$ cat config.mk
export PLATFORM = sky130hd
export DESIGN_NAME = arith_stream_unit
export DESIGN_NICKNAME = d
export VERILOG_FILES = /design/src/rtl/arith_pkg.sv /design/src/rtl/arith_seq_mul.sv /design/src/rtl/arith_stream_unit.sv
export SDC_FILE = /design/constraint.sdc
export NUM_CORES = 1
export LEC_CHECK = 0
export ABC_AREA = 1
export CAP_MARGIN = 20
export CORE_ASPECT_RATIO = 1.75
export CORE_MARGIN = 2
export CORE_UTILIZATION = 35
export DETAILED_ROUTE_END_ITERATION = 12
export GPL_ROUTABILITY_DRIVEN = 1
export SLEW_MARGIN = 5
export SYNTH_ARGS = -nofsm -noshare
export SYNTH_HDL_FRONTEND = slang
export SYNTH_SLANG_ARGS = --single-unit
$ cat constraint.sdc
create_clock -name clk -period 3.3 [get_ports clk]
set_input_delay 0.66 -clock clk [delete_from_list [all_inputs] [get_ports clk]]
set_output_delay 0.66 -clock clk [all_outputs]
set_load 0.02 [all_outputs]
$ cat src/rtl/arith_pkg.sv
`default_nettype none
// ============================================================================
// Module      : arith_pkg
// Description : Shared op/state encodings and counter helper for arith_stream_unit
// Revision    : 1.0 - initial release
// ============================================================================
package arith_pkg;

    typedef enum logic [1:0] {
        OP_ADD = 2'b00,
        OP_SUB = 2'b01,
        OP_MUL = 2'b10,
        OP_NEG = 2'b11
    } op_e;

    typedef enum logic [1:0] {
        ST_IDLE = 2'b00,
        ST_BUSY = 2'b01,
        ST_DONE = 2'b10
    } state_e;

    localparam int OVF_CNT_W = 8;

    // Increment that sticks at all-ones instead of wrapping.
    function automatic logic [OVF_CNT_W-1:0] sat_inc(input logic [OVF_CNT_W-1:0] v);
        return (&v) ? v : v + 1'b1;
    endfunction

endpackage
`default_nettype wire

$ cat src/rtl/arith_seq_mul.sv
`default_nettype none
// ============================================================================
// Module      : arith_seq_mul
// Description : Signed shift-add multiplier, one partial product per cycle,
//               result valid WIDTH cycles after start (done pulses for 1 cycle)
// Revision    : 1.0 - initial release
// ============================================================================
module arith_seq_mul #(
    parameter int WIDTH = 4
) (
    input  logic                 clk,
    input  logic                 rst_n,
    input  logic                 start,
    input  logic [WIDTH-1:0]     a,
    input  logic [WIDTH-1:0]     b,
    output logic                 done,
    output logic [2*WIDTH-1:0]   product
);

    localparam int              c_CNT_W = $clog2(WIDTH);
    localparam logic [c_CNT_W-1:0] c_LAST = c_CNT_W'(WIDTH - 1);

    logic [2*WIDTH-1:0] r_acc;
    logic [2*WIDTH-1:0] r_mcand;
    logic [WIDTH-1:0]   r_mplier;
    logic [c_CNT_W-1:0] r_cnt;
    logic               r_busy;
    logic               r_done;

    logic [2*WIDTH-1:0] w_a_ext;
    logic               w_last;
    logic [2*WIDTH-1:0] w_addend;

    assign w_a_ext = {{WIDTH{a[WIDTH-1]}}, a};
    assign w_last  = (r_cnt == c_LAST);

    // Bit WIDTH-1 of B carries negative weight, so its partial product is subtracted.
    assign w_addend = r_mplier[0] ? (w_last ? -r_mcand : r_mcand) : '0;

    // Bit 0 is folded into the start cycle, leaving WIDTH-1 iterative steps.
    always_ff @(posedge clk or negedge rst_n) begin
        if (!rst_n) begin
            r_acc    <= '0;
            r_mcand  <= '0;
            r_mplier <= '0;
            r_cnt    <= '0;
            r_busy   <= 1'b0;
            r_done   <= 1'b0;
        end else begin
            r_done <= 1'b0;
            if (start) begin
                r_acc    <= b[0] ? w_a_ext : '0;
                r_mcand  <= w_a_ext << 1;
                r_mplier <= b >> 1;
                r_cnt    <= c_CNT_W'(1);
                r_busy   <= 1'b1;
            end else if (r_busy) begin
                r_acc    <= r_acc + w_addend;
                r_mcand  <= r_mcand << 1;
                r_mplier <= r_mplier >> 1;
                r_cnt    <= r_cnt + 1'b1;
                if (w_last) begin
                    r_busy <= 1'b0;
                    r_done <= 1'b1;
                end
            end
        end
    end

    assign done    = r_done;
    assign product = r_acc;

endmodule
`default_nettype wire

$ cat src/rtl/arith_stream_unit.sv
`default_nettype none
// ============================================================================
// Module      : arith_stream_unit
// Description : Valid/ready signed add/sub/mul/neg responder with overflow flag.
//               Optional saturating overflow counter: ARITH_OVF_COUNT_EN
// Revision    : 1.0 - initial release
// ============================================================================
module arith_stream_unit
    import arith_pkg::*;
#(
    parameter int WIDTH = 4
) (
    input  logic                 clk,
    input  logic                 rst_n,
    input  logic                 in_valid,
    output logic                 in_ready,
    input  logic [WIDTH-1:0]     a,
    input  logic [WIDTH-1:0]     b,
    input  logic [1:0]           sel,
    output logic                 out_valid,
    input  logic                 out_ready,
    output logic [WIDTH-1:0]     q,
`ifdef ARITH_OVF_COUNT_EN
    output logic [OVF_CNT_W-1:0] ovf_count,
`endif
    output logic                 overflow
);

    state_e r_state;
    state_e w_next;

    logic               r_in_ready;
    logic               r_out_valid;
    logic [WIDTH-1:0]   r_q;
    logic               r_ov;

    op_e                w_op;
    logic               w_accept;
    logic               w_mul_start;
    logic [WIDTH:0]     w_a_ext;
    logic [WIDTH:0]     w_b_ext;
    logic [WIDTH:0]     w_wide;
    logic [WIDTH-1:0]   w_fast_q;
    logic               w_fast_ov;
    logic               w_mul_done;
    logic [2*WIDTH-1:0] w_prod;
    logic [WIDTH:0]     w_prod_hi;
    logic               w_mul_ov;

    assign w_op        = op_e'(sel);
    assign w_accept    = in_valid & r_in_ready;
    assign w_mul_start = w_accept & (w_op == OP_MUL);

    assign w_a_ext = {a[WIDTH-1], a};
    assign w_b_ext = {b[WIDTH-1], b};

    always_comb begin
        w_wide = w_a_ext + w_b_ext;
        case (w_op)
            OP_SUB:  w_wide = w_a_ext - w_b_ext;
            OP_NEG:  w_wide = -w_a_ext;
            default: w_wide = w_a_ext + w_b_ext;
        endcase
    end

    // One guard bit suffices: overflow shows as the top two bits disagreeing.
    assign w_fast_q  = w_wide[WIDTH-1:0];
    assign w_fast_ov = w_wide[WIDTH] ^ w_wide[WIDTH-1];

    arith_seq_mul #(
        .WIDTH   (WIDTH)
    ) u_mul (
        .clk     (clk),
        .rst_n   (rst_n),
        .start   (w_mul_start),
        .a       (a),
        .b       (b),
        .done    (w_mul_done),
        .product (w_prod)
    );

    assign w_prod_hi = w_prod[2*WIDTH-1:WIDTH-1];
    assign w_mul_ov  = ~((&w_prod_hi) | ~(|w_prod_hi));

    always_ff @(posedge clk or negedge rst_n) begin
        if (!rst_n) begin
            r_state <= ST_IDLE;
        end else begin
            r_state <= w_next;
        end
    end

    always_comb begin
        w_next = r_state;
        case (r_state)
            ST_IDLE: begin
                if (w_accept) begin
                    w_next = (w_op == OP_MUL) ? ST_BUSY : ST_DONE;
                end
            end
            ST_BUSY: begin
                if (w_mul_done) begin
                    w_next = ST_DONE;
                end
            end
            ST_DONE: begin
                if (out_ready) begin
                    w_next = ST_IDLE;
                end
            end
            default: w_next = ST_IDLE;
        endcase
    end

    // Handshake flags are decoded from the next state so both are registered.
    always_ff @(posedge clk or negedge rst_n) begin
        if (!rst_n) begin
            r_in_ready  <= 1'b1;
            r_out_valid <= 1'b0;
            r_q         <= '0;
            r_ov        <= 1'b0;
        end else begin
            r_in_ready  <= (w_next == ST_IDLE);
            r_out_valid <= (w_next == ST_DONE);
            if (w_accept && (w_op != OP_MUL)) begin
                r_q  <= w_fast_q;
                r_ov <= w_fast_ov;
            end else if ((r_state == ST_BUSY) && w_mul_done) begin
                r_q  <= w_prod[WIDTH-1:0];
                r_ov <= w_mul_ov;
            end
        end
    end

`ifdef ARITH_OVF_COUNT_EN
    logic [OVF_CNT_W-1:0] r_ovf_cnt;

    always_ff @(posedge clk or negedge rst_n) begin
        if (!rst_n) begin
            r_ovf_cnt <= '0;
        end else if (r_out_valid && out_ready && r_ov) begin
            r_ovf_cnt <= sat_inc(r_ovf_cnt);
        end
    end

    assign ovf_count = r_ovf_cnt;
`endif

    assign in_ready  = r_in_ready;
    assign out_valid = r_out_valid;
    assign q         = r_q;
    assign overflow  = r_ov;

endmodule
`default_nettype wire
# Word level (Yosys, flattened, before mapping)
# Cells that the tools add are included.
[totals]
out_inout_bits = 7
inputBits = 14
regBits = 33
wordCells = 66
[op_classes]
n_bitwise = 6
add_sub_neg = 6
mux = 27
n_reduce_logical = 8
n_eq_ne = 8
[ops]
columns = ["cell", "n"]
rows = [
  ["$mux 8", 7],
  ["$mux 4", 4],
  ["$mux 2", 6],
  ["$eq 2x2->1 const B", 5],
  ["$pmux 5 s2", 1],
  ["$add 8x8->8", 1],
  ["$mux 1", 8],
  ["$neg 8->8", 1],
  ["$pmux 2 s3", 1],
  ["$add 4x4->5", 1],
  ["$neg 5->5", 1],
  ["$reduce_and 5->1", 1],
  ["$reduce_or 5->1", 1],
  ["$sub 4x4->5", 1],
  ["$eq 2x1->1 const B", 2],
  ["$logic_not 2->1", 2],
  ["$reduce_bool 2->1", 2],
  ["$add 2x1->2 const B", 1],
  ["$and 1x1->1", 2],
  ["$logic_and 1x1->1", 2],
  ["$ne 2x2->1 const B", 1],
  ["$not 1->1", 2],
  ["$or 1x1->1", 1],
  ["$xor 1x1->1", 1],
]

# Logic depth before layout (Yosys ltp)
# Gate-level depths: netlist of the first run.
[logic_depth]
depth_word = 6
mapped_depth = 17

# Modules after synthesis
# From an unflattened synthesis of the first run, not the netlist that was laid out.
[hier_totals]
hier_cells = 280
hier_area_um2 = 2165.8
[modules_own_cells]
columns = ["module", "seq_area_each_um2", "instances", "area_per_inst_um2", "cells_each"]
rows = [
  ["arith_seq_mul", 550.5, 1, 1345.0, 164],
  ["arith_stream_unit", 226.5, 1, 820.8, 116],
]

# Worst setup path before layout of the first run
# OpenSTA, ideal clock, no wires.
[synth_path]
kind = "input -> register"
start = "input b[0]"
end = "register r_ov, in the netlist overflow"
required_ns = 3.176
path_slack_ns = 0.960
stages = 17
path_buffers = 0
arrival_ns = 2.217
setup_time_ns = 0.124
path_cell_list = "inv_1 ha_1 nand2_1 o21ai_0 fa_1 inv_1 nand2_1 nand2_1 nand2_1 nand2_1 inv_1 nand3_2 nand2_1 nand2_1 nand3_1 nand3_1 a21oi_1"
[synth_between]
elab_chain_len = 4
elab_cells_between_ends = 5
classes_between = "2 x add/sub; 2 x mux; 1 x bitwise"
[synth_rtl]
columns = ["item", "line", "source"]
rows = [
  ["start: declaration", "arith_stream_unit.sv:18", "input logic [WIDTH-1:0] b,"],
  ["$add 4x4->5 or $sub 4x4->5 (tied branches)", "arith_stream_unit.sv:62, arith_stream_unit.sv:60", ""],
  ["$pmux 5 s2 (*)", "arith_stream_unit.sv:59", "case (w_op)"],
  ["$xor 1x1->1 (*)", "arith_stream_unit.sv:68", "assign w_fast_ov = w_wide[WIDTH] ^ w_wide[WIDTH-1];"],
  ["$mux 1 (*)", "arith_stream_unit.sv:125", "if (w_accept && (w_op != OP_MUL)) begin"],
  ["end signal: assignment", "arith_stream_unit.sv:127", "r_ov <= w_fast_ov;"],
  ["end signal: assignment", "arith_stream_unit.sv:130", "r_ov <= w_mul_ov;"],
  ["end: declaration", "arith_stream_unit.sv:35", "logic r_ov;"],
]
# Mark *: on every way between the ends. The rest lies on a longest branch, timed or not.
# A chain may end at the register's enable or synchronous reset.

# Worst setup path in the final report of the first run
# Ends and elaborated chain as after synthesis.

==> results of run 1 <==
## power by group
part           switching (uW)  internal (uW)  total, uW
clock network             153            190        343
logic                     583            399        982
registers                 150            547        698
## path summary, 6_finish.rpt
kind,start,to,cells after the start
setup / recovery,b[0],overflow,17
hold / removal,u_mul.product[0],u_mul.product[0],2
setup reg to reg,u_mul.r_cnt[0],u_mul.product[7],14
hold reg to reg,u_mul.product[0],u_mul.product[0],2
max in group asynchronous,rst_n,in_ready,2
min in group asynchronous,rst_n,q[2],2
## layer usage
metal / share of wire [%] / routed length [um]
met4: 4.2 / 231
met2: 57 / 3180
met3: 1.9 / 103
met5: 0 / 0
met1: 37 / 2020
## cells in the mapped netlist
master / number
nor2_4: 2
o221ai_1: 2
o21ai_2: 1
inv_1: 41
buf_6: 2
fa_1: 2
a31oi_1: 3
nand4_1: 1
a21oi_2: 3
nand2_2: 3
nand2b_1: 1
or2_2: 1
clkbuf_1: 4
nand2_1: 56
inv_2: 5
dfstp_2: 1
o311ai_0: 2
nor2_1: 20
dfrtp_1: 30
nand3b_1: 2
nand3_1: 29
nor2_2: 1
xor2_1: 2
o211ai_1: 5
a22oi_2: 1
nand3_2: 1
o22ai_1: 3
o21ai_0: 19
ha_1: 15
xnor2_1: 1
nor3_2: 1
a21oi_1: 22
o21ai_1: 1
inv_4: 1
nor3_1: 7
## stage by stage
step	power (uW)	hold WS, ns
4_1_cts	2040	0.497
3_3_place_gp	1670	0.453
6_report	2020	0.497
2_1_floorplan	1390	0.364
5_1_grt	2210	0.523
3_5_place_dp	1690	0.480
## cell families (layout without fill, tap and decap cells)
logic type / count (synthesis) / count (layout) / share of synthesized area (%)
flops: 31 / 31 / 35.6
xor+xnor: 3 / 3 / 1.20
simple gates: 125 / 125 / 26.0
fa+ha+maj: 17 / 17 / 10.4
compound gates: 62 / 62 / 16.9
buf+inv: 53 / 79 / 9.92
## state kept, by name, summed over array words and instances (netlist names)
register / count
u_mul.r_cnt: 2
u_mul.r_mplier: 3
u_mul.r_mcand: 7
in_ready: 1
u_mul.product: 8
out_valid: 1
overflow: 1
q: 4
r_state: 2
u_mul.r_busy: 1
u_mul.done: 1
## worst max-delay path, stage by stage
cell             delay, ns
clkdlybuf4s50_1       0.48
inv_1                 0.08
ha_1                  0.29
nand2_1               0.06
o21ai_0               0.13
fa_1                  0.41
inv_1                 0.07
nand2_1               0.06
nand2_1               0.06
nand2_1               0.05
nand2_1               0.07
inv_1                 0.05
nand3_2               0.07
nand3_1               0.07
nand3_1               0.08
nand3_1               0.07
a21oi_1               0.12
## area by class of cell
class	instances	area [um^2]	share of cell area [%]
timing repair buffer	24	230	8.94
tap	80	100	3.89
clock buffer	8	100	3.89
inverter	47	179	6.95
multi-input combinational	207	1190	46.2
sequential	31	777	30.2
==> summary.txt, run 1 <==
Synthesis
  – Synth Register Bits: 31
  – Post-synthesis sequential area ratio: 35.6%
  – Ranking of synthesized cells by area: dfrtp_1 (34%), nand2_1 (9.6%), ha_1 (8.6%), inv_1 (7.1%), nand3_1 (6.7%)
  – Syn avg cell area: 7.50 um^2
  – Synth Cell Area: 2180 um^2
  – Yosys synthesis warning count: 0
  – Post-Syn Instances: 291
  – Synth unique cells: 35
  – Yosys top cell by area: dfrtp_1
  – Syn_nets: 322
  – Post-synth top area share: 34.4%

Route
  – Detailed Route Iter0 Violations: 99
  – Antenna Nets Post-Route: 0
  – DRT Wirelength: 5540 um
  – Post-DR wirelength/cell: 14.0 um
  – Via density: 5.04
  – Drt drc: 0
  – Drt first pass iters: 4
  – Vias: 2002

Global route
  – First-pass GRT wire length: 9560 um
  – Most Crowded Layer GR: met2
  – Global route overflow: 0
  – Met3 Track Usage GR: 2.81%
  – GRT met2 Usage: 36.2%
  – GRT Util Overall: 18.2%
  – Vias in the first global route: 2041
  – Initial antenna violation count: 0
  – Largest net degree at the start of global routing: 32
  – GR met1 Demand/Resource: 17.1%

Timing
  – Final-report hold violation count: 0
  – Worst slew margin: 60.6%
  – Actual slew at the worst max-slew pin: 0.588 ns
  – Minimum clock period: 2.65 ns
  – Final worst slack: 0.646 ns
  – Layout Skew: 0.00810 ns
  – RSZ-0062 raised after global routing: false
  – Max Slew Vio Count: 0
  – Fmax: 377 MHz
  – Final Setup Violations: 0
  – Setup total negative slack: 0 ns
  – Period utilization: 80.4%

Die
  – IO Pins: 21
  – CORE AREA: 6130 um^2
  – FP Rows: 38
  – Die W: 63.7 um
  – Initial core utilization: 35.6%
  – Die Height: 108 um
  – Die area: 6910 um^2

Setup path
  – Type of the worst setup path: in -> reg
  – Startpoint type of the worst setup path: input port
  – Element type at the critical path end: flop
  – Crit Path Max Fanout: 2
  – Worst R2R Setup Slack: 0.69 ns
  – WP data arrival: 2.88 ns
  – Worst EP required: 3.53 ns

Placed design
  – Dpl cell area: 2470 um^2
  – Pre-CTS setup slack: 0.329 ns
  – Post-DP HPWL: 4300 um
  – Cells after DPL: 389
  – RePlAce Congestion: 0.909
  – Port bufs: 20

CTS
  – Post-CTS sizing: 0
  – Post-CTS Setup Inserts: 0
  – Clock sinks: 31
  – CTS buffer count: 5
  – Clock transition at path regs: 0.07 ns
  – CTS tree: yes
  – Clk Latency, worst-skew pair: 0.30 ns
  – H-tree depth: 2
  – CTS max path bufs: 2
  – Hold buffer count at CTS: 0
  – Clock Tree Root: clkbuf_8

Final layout
  – Filler cells: 646
  – Final instance area: 2570 um^2
  – Layout Nets: 347
  – Fin util: 42.0%
  – Commonest non-fill, non-tap cell in the layout: nand2_1
  – Layout cells sized above 1: 10.1%
  – Final cell count without fillers: 397
  – Ant diodes: 0
  – Most frequent cells in the layout: nand2_1 (56), inv_1 (41), dfrtp_1 (30)
  – Synthesis-to-layout area growth: 18.0%

Power
  – Power density cells: 785 nW/um^2
  – Leakage Power: 0.00122 uW
  – Worst-case vdd ir drop: 0.228 mV

Job
  – Max Cap Viol: 0

Min path
  – Class of the worst hold path: reg -> reg

Run status
  – Status: finished, final reports clean
Note: power is estimated with default switching activity, not from simulation.
==> run 2, diff against run 1 <==
- clock period: 3.3 -> 2.75 ns (I/O delays scaled with it)
==> summary.txt, run 2 (synthesis results as in run 1) <==
Setup path
  – Type of the worst setup path: in -> reg
  – Element type at the critical path end: flop
  – Startpoint type of the worst setup path: input port
  – Crit Path Max Fanout: 2 (unchanged)
  – Delay-heaviest family, CP: adder cells
  – WP data arrival: 2.62 ns (-0.26 ns)
  – Slowest CP cell: clkdlybuf4s50_1
  – Worst-path cell chain: clkdlybuf4s50_1, inv_1, ha_1, nand2_1, o21ai_1, fa_1, inv_1, nand2_1, nand2_1, nand2_1, nand2_1, inv_1, nand3_2, nand2_1, nand2_1, nand3_1, nand3_1, a21oi_1
  – Crit-path max cell delay: 0.45 ns (-0.03 ns)
  – Worst EP required: 2.94 ns (-0.59 ns)
  – Crit path buf inv count: 4 (unchanged)
  – Worst path most repeated cell: nand2_1

Timing
  – Max Slew Vio Count: 0 (unchanged)
  – Fmax: 411 MHz
  – Final Setup Violations: 0 (unchanged)
  – Final worst slack: 0.318 ns (-0.328 ns)
  – Period utilization: 88.5%
  – Final-report hold violation count: 0 (unchanged)
  – Setup total negative slack: 0 ns (unchanged)
  – Hold slack final: 0.476 ns (-0.0218 ns)
  – Actual slew at the worst max-slew pin: 0.464 ns (-0.124 ns)
  – RSZ-0062 raised after global routing: false
  – Layout Skew: 0.0104 ns (+0.00231 ns)
  – Minimum clock period: 2.43 ns
  – Worst slew margin: 69.1% (+8.5 points)

Final layout
  – Final cell count without fillers: 403 (+1.5%)
  – Max reg flops: 8 (unchanged)
  – Ant diodes: 0 (unchanged)
  – Filler cells: 608 (-5.9%)
  – Synthesis-to-layout area growth: 20.0%
  – Fin util: 42.7% (+0.71 points)
  – Most frequent cells in the layout: nand2_1 (56), inv_1 (41), dfrtp_1 (30)
  – Layout cells sized above 1: 12.1% (+2.0 points)
  – Layout Nets: 353 (+1.7%)
  – Commonest non-fill, non-tap cell in the layout: nand2_1

Route
  – DRT Wirelength: 5440 um (-1.8%)
  – Drt drc: 0 (unchanged)
  – Detailed Route Iter0 Violations: 130 (+31%)
  – Vias: 2014 (+0.60%)
  – Via density: 5.00 (-0.90%)
  – Drt first pass iters: 4 (unchanged)
  – Post-DR wirelength/cell: 13.5 um (-3.2%)
  – Antenna Nets Post-Route: 0 (unchanged)

Power
  – Leakage Power: 0.00126 uW (+2.9%)
  – Worst-case vdd ir drop: 0.263 mV (+15%)
  – Clock Power Share: 16.0% (-1.0 points)
  – Int Power: 1350 uW (+19%)
  – Combinational power share: 49.5% (+1.0 points)
  – Power density cells: 920 nW/um^2 (+17%)
  – Switching part of the total power: 44.0% (+0.20 points)
  – Sequential share of power: 34.5% (about the same)
  – Psw: 1060 uW (+20%)

Job
  – Max Cap Viol: 0 (unchanged)

CTS
  – CTS tree: yes
  – Clock Tree Root: clkbuf_8
  – Clock sinks: 31 (unchanged)
  – CTS buffer count: 5 (unchanged)
  – Hold buffer count at CTS: 0 (unchanged)
  – CTS max path bufs: 2 (unchanged)
  – Clk Latency, worst-skew pair: 0.30 ns (about the same)
  – H-tree depth: 2 (unchanged)
  – Clock transition at path regs: 0.07 ns (about the same)

Global route
  – Vias in the first global route: 1969 (-3.5%)
  – Largest net degree at the start of global routing: 32 (unchanged)
  – GRT Util Overall: 17.5% (-0.70 points)
  – Initial antenna violation count: 0 (unchanged)
  – Global route overflow: 0 (unchanged)
  – First-pass GRT wire length: 9180 um (-3.9%)

Die
  – Die area: 6910 um^2 (unchanged)
  – Die W: 63.7 um (unchanged)
  – Die Height: 108 um (unchanged)
  – CORE AREA: 6130 um^2 (unchanged)
  – Initial core utilization: 35.6% (unchanged)
  – FP Rows: 38 (unchanged)
  – IO Pins: 21 (unchanged)

Placed design
  – Pre-CTS setup slack: -0.204 ns (-0.533 ns)
  – Cells after DPL: 395 (+1.5%)
  – RePlAce Congestion: 0.897 (-1.3%)
  – Post-DP HPWL: 4230 um (-1.6%)
  – Port bufs: 20 (unchanged)

Min path
  – Class of the worst hold path: reg -> reg

Run status
  – Status: finished, final reports clean
-- run 2: cell types whose count changed in the layout (fill, tap and decap cells not counted) --
cell / change
o21ai_0: -1
clkbuf_8: -1
nor3_2: +1
clkdlybuf4s50_1: -1
nor3_1: -1
buf_4: +6
clkinv_2: +1
o21ai_1: +1
dlymetal6s2s_1: +1
-- run 2: final cells by class --
type | count | area, um^2 | area share [%]
multi-input combinational | 207 | 1190 | 45.6
sequential | 31 | 777 | 29.7
timing repair buffer | 30 | 278 | 10.6
inverter | 47 | 179 | 6.83
tap | 80 | 100 | 3.82
clock buffer | 7 | 86.3 | 3.30
clock inverter | 1 | 5.00 | 0.191
-- run 2: what timing repair did --
action	in CTS	in global routing
setup buffers	0	0
gates resized for setup	0	3
setup endpoints to repair	0	2
-- run 2: worst paths after layout --
path | startpoint | to | depth (start not counted) | slack, ns
max | b[1] | overflow | 18 | 0.32
max reg2reg | u_mul.r_cnt[0] | u_mul.product[7] | 14 | 0.37
min | u_mul.product[0] | u_mul.product[0] | 2 | 0.48
min in group asynchronous | rst_n | q[3] | 2 | 0.64
max in group asynchronous | rst_n | in_ready | 2 | 1.76
min reg2reg | u_mul.product[0] | u_mul.product[0] | 2 | 0.48
-- run 2: worst register-to-register path: stages (launching register included) --
cell	delay, ns
dfrtp_1	0.40
ha_1	0.25
inv_1	0.15
nor2_1	0.07
nor3_2	0.17
inv_1	0.09
fa_1	0.43
o21ai_0	0.23
nand2_1	0.10
nand2_1	0.07
nand2_1	0.06
nand2_1	0.06
nand3_1	0.06
nand3_1	0.10
a21oi_2	0.05
-- run 2: power groups by stage --
stage,Clock (uW),Sequential (uW),Combinational (uW)
after global routing,416,859,1370
after floorplan,0,846,824
final,386,832,1190
after global placement,0,835,1180
after CTS,398,831,1200
after detailed placement,0,838,1200
-- run 2: metal layers --
layer | share of wire (%) | GRT usage, % | up-vias
li1 | - | - | 1030
met1 | 39 | 17.4 | 942
met2 | 56 | 34.4 | 28
met3 | 1.8 | 2.50 | 14
met4 | 3.8 | 9.01 | 0
met5 | 0 | 0 | -
-- run 2: through the flow --
| stage | cell area, um^2 | power [uW] |
|---|---|---|
| after floorplan | 2180 | 1670 |
| after global placement | 2520 | 2010 |
| after detailed placement | 2520 | 2030 |
| after CTS | 2610 | 2430 |
| after global routing | 2620 | 2640 |
| final | 2620 | 2410 |
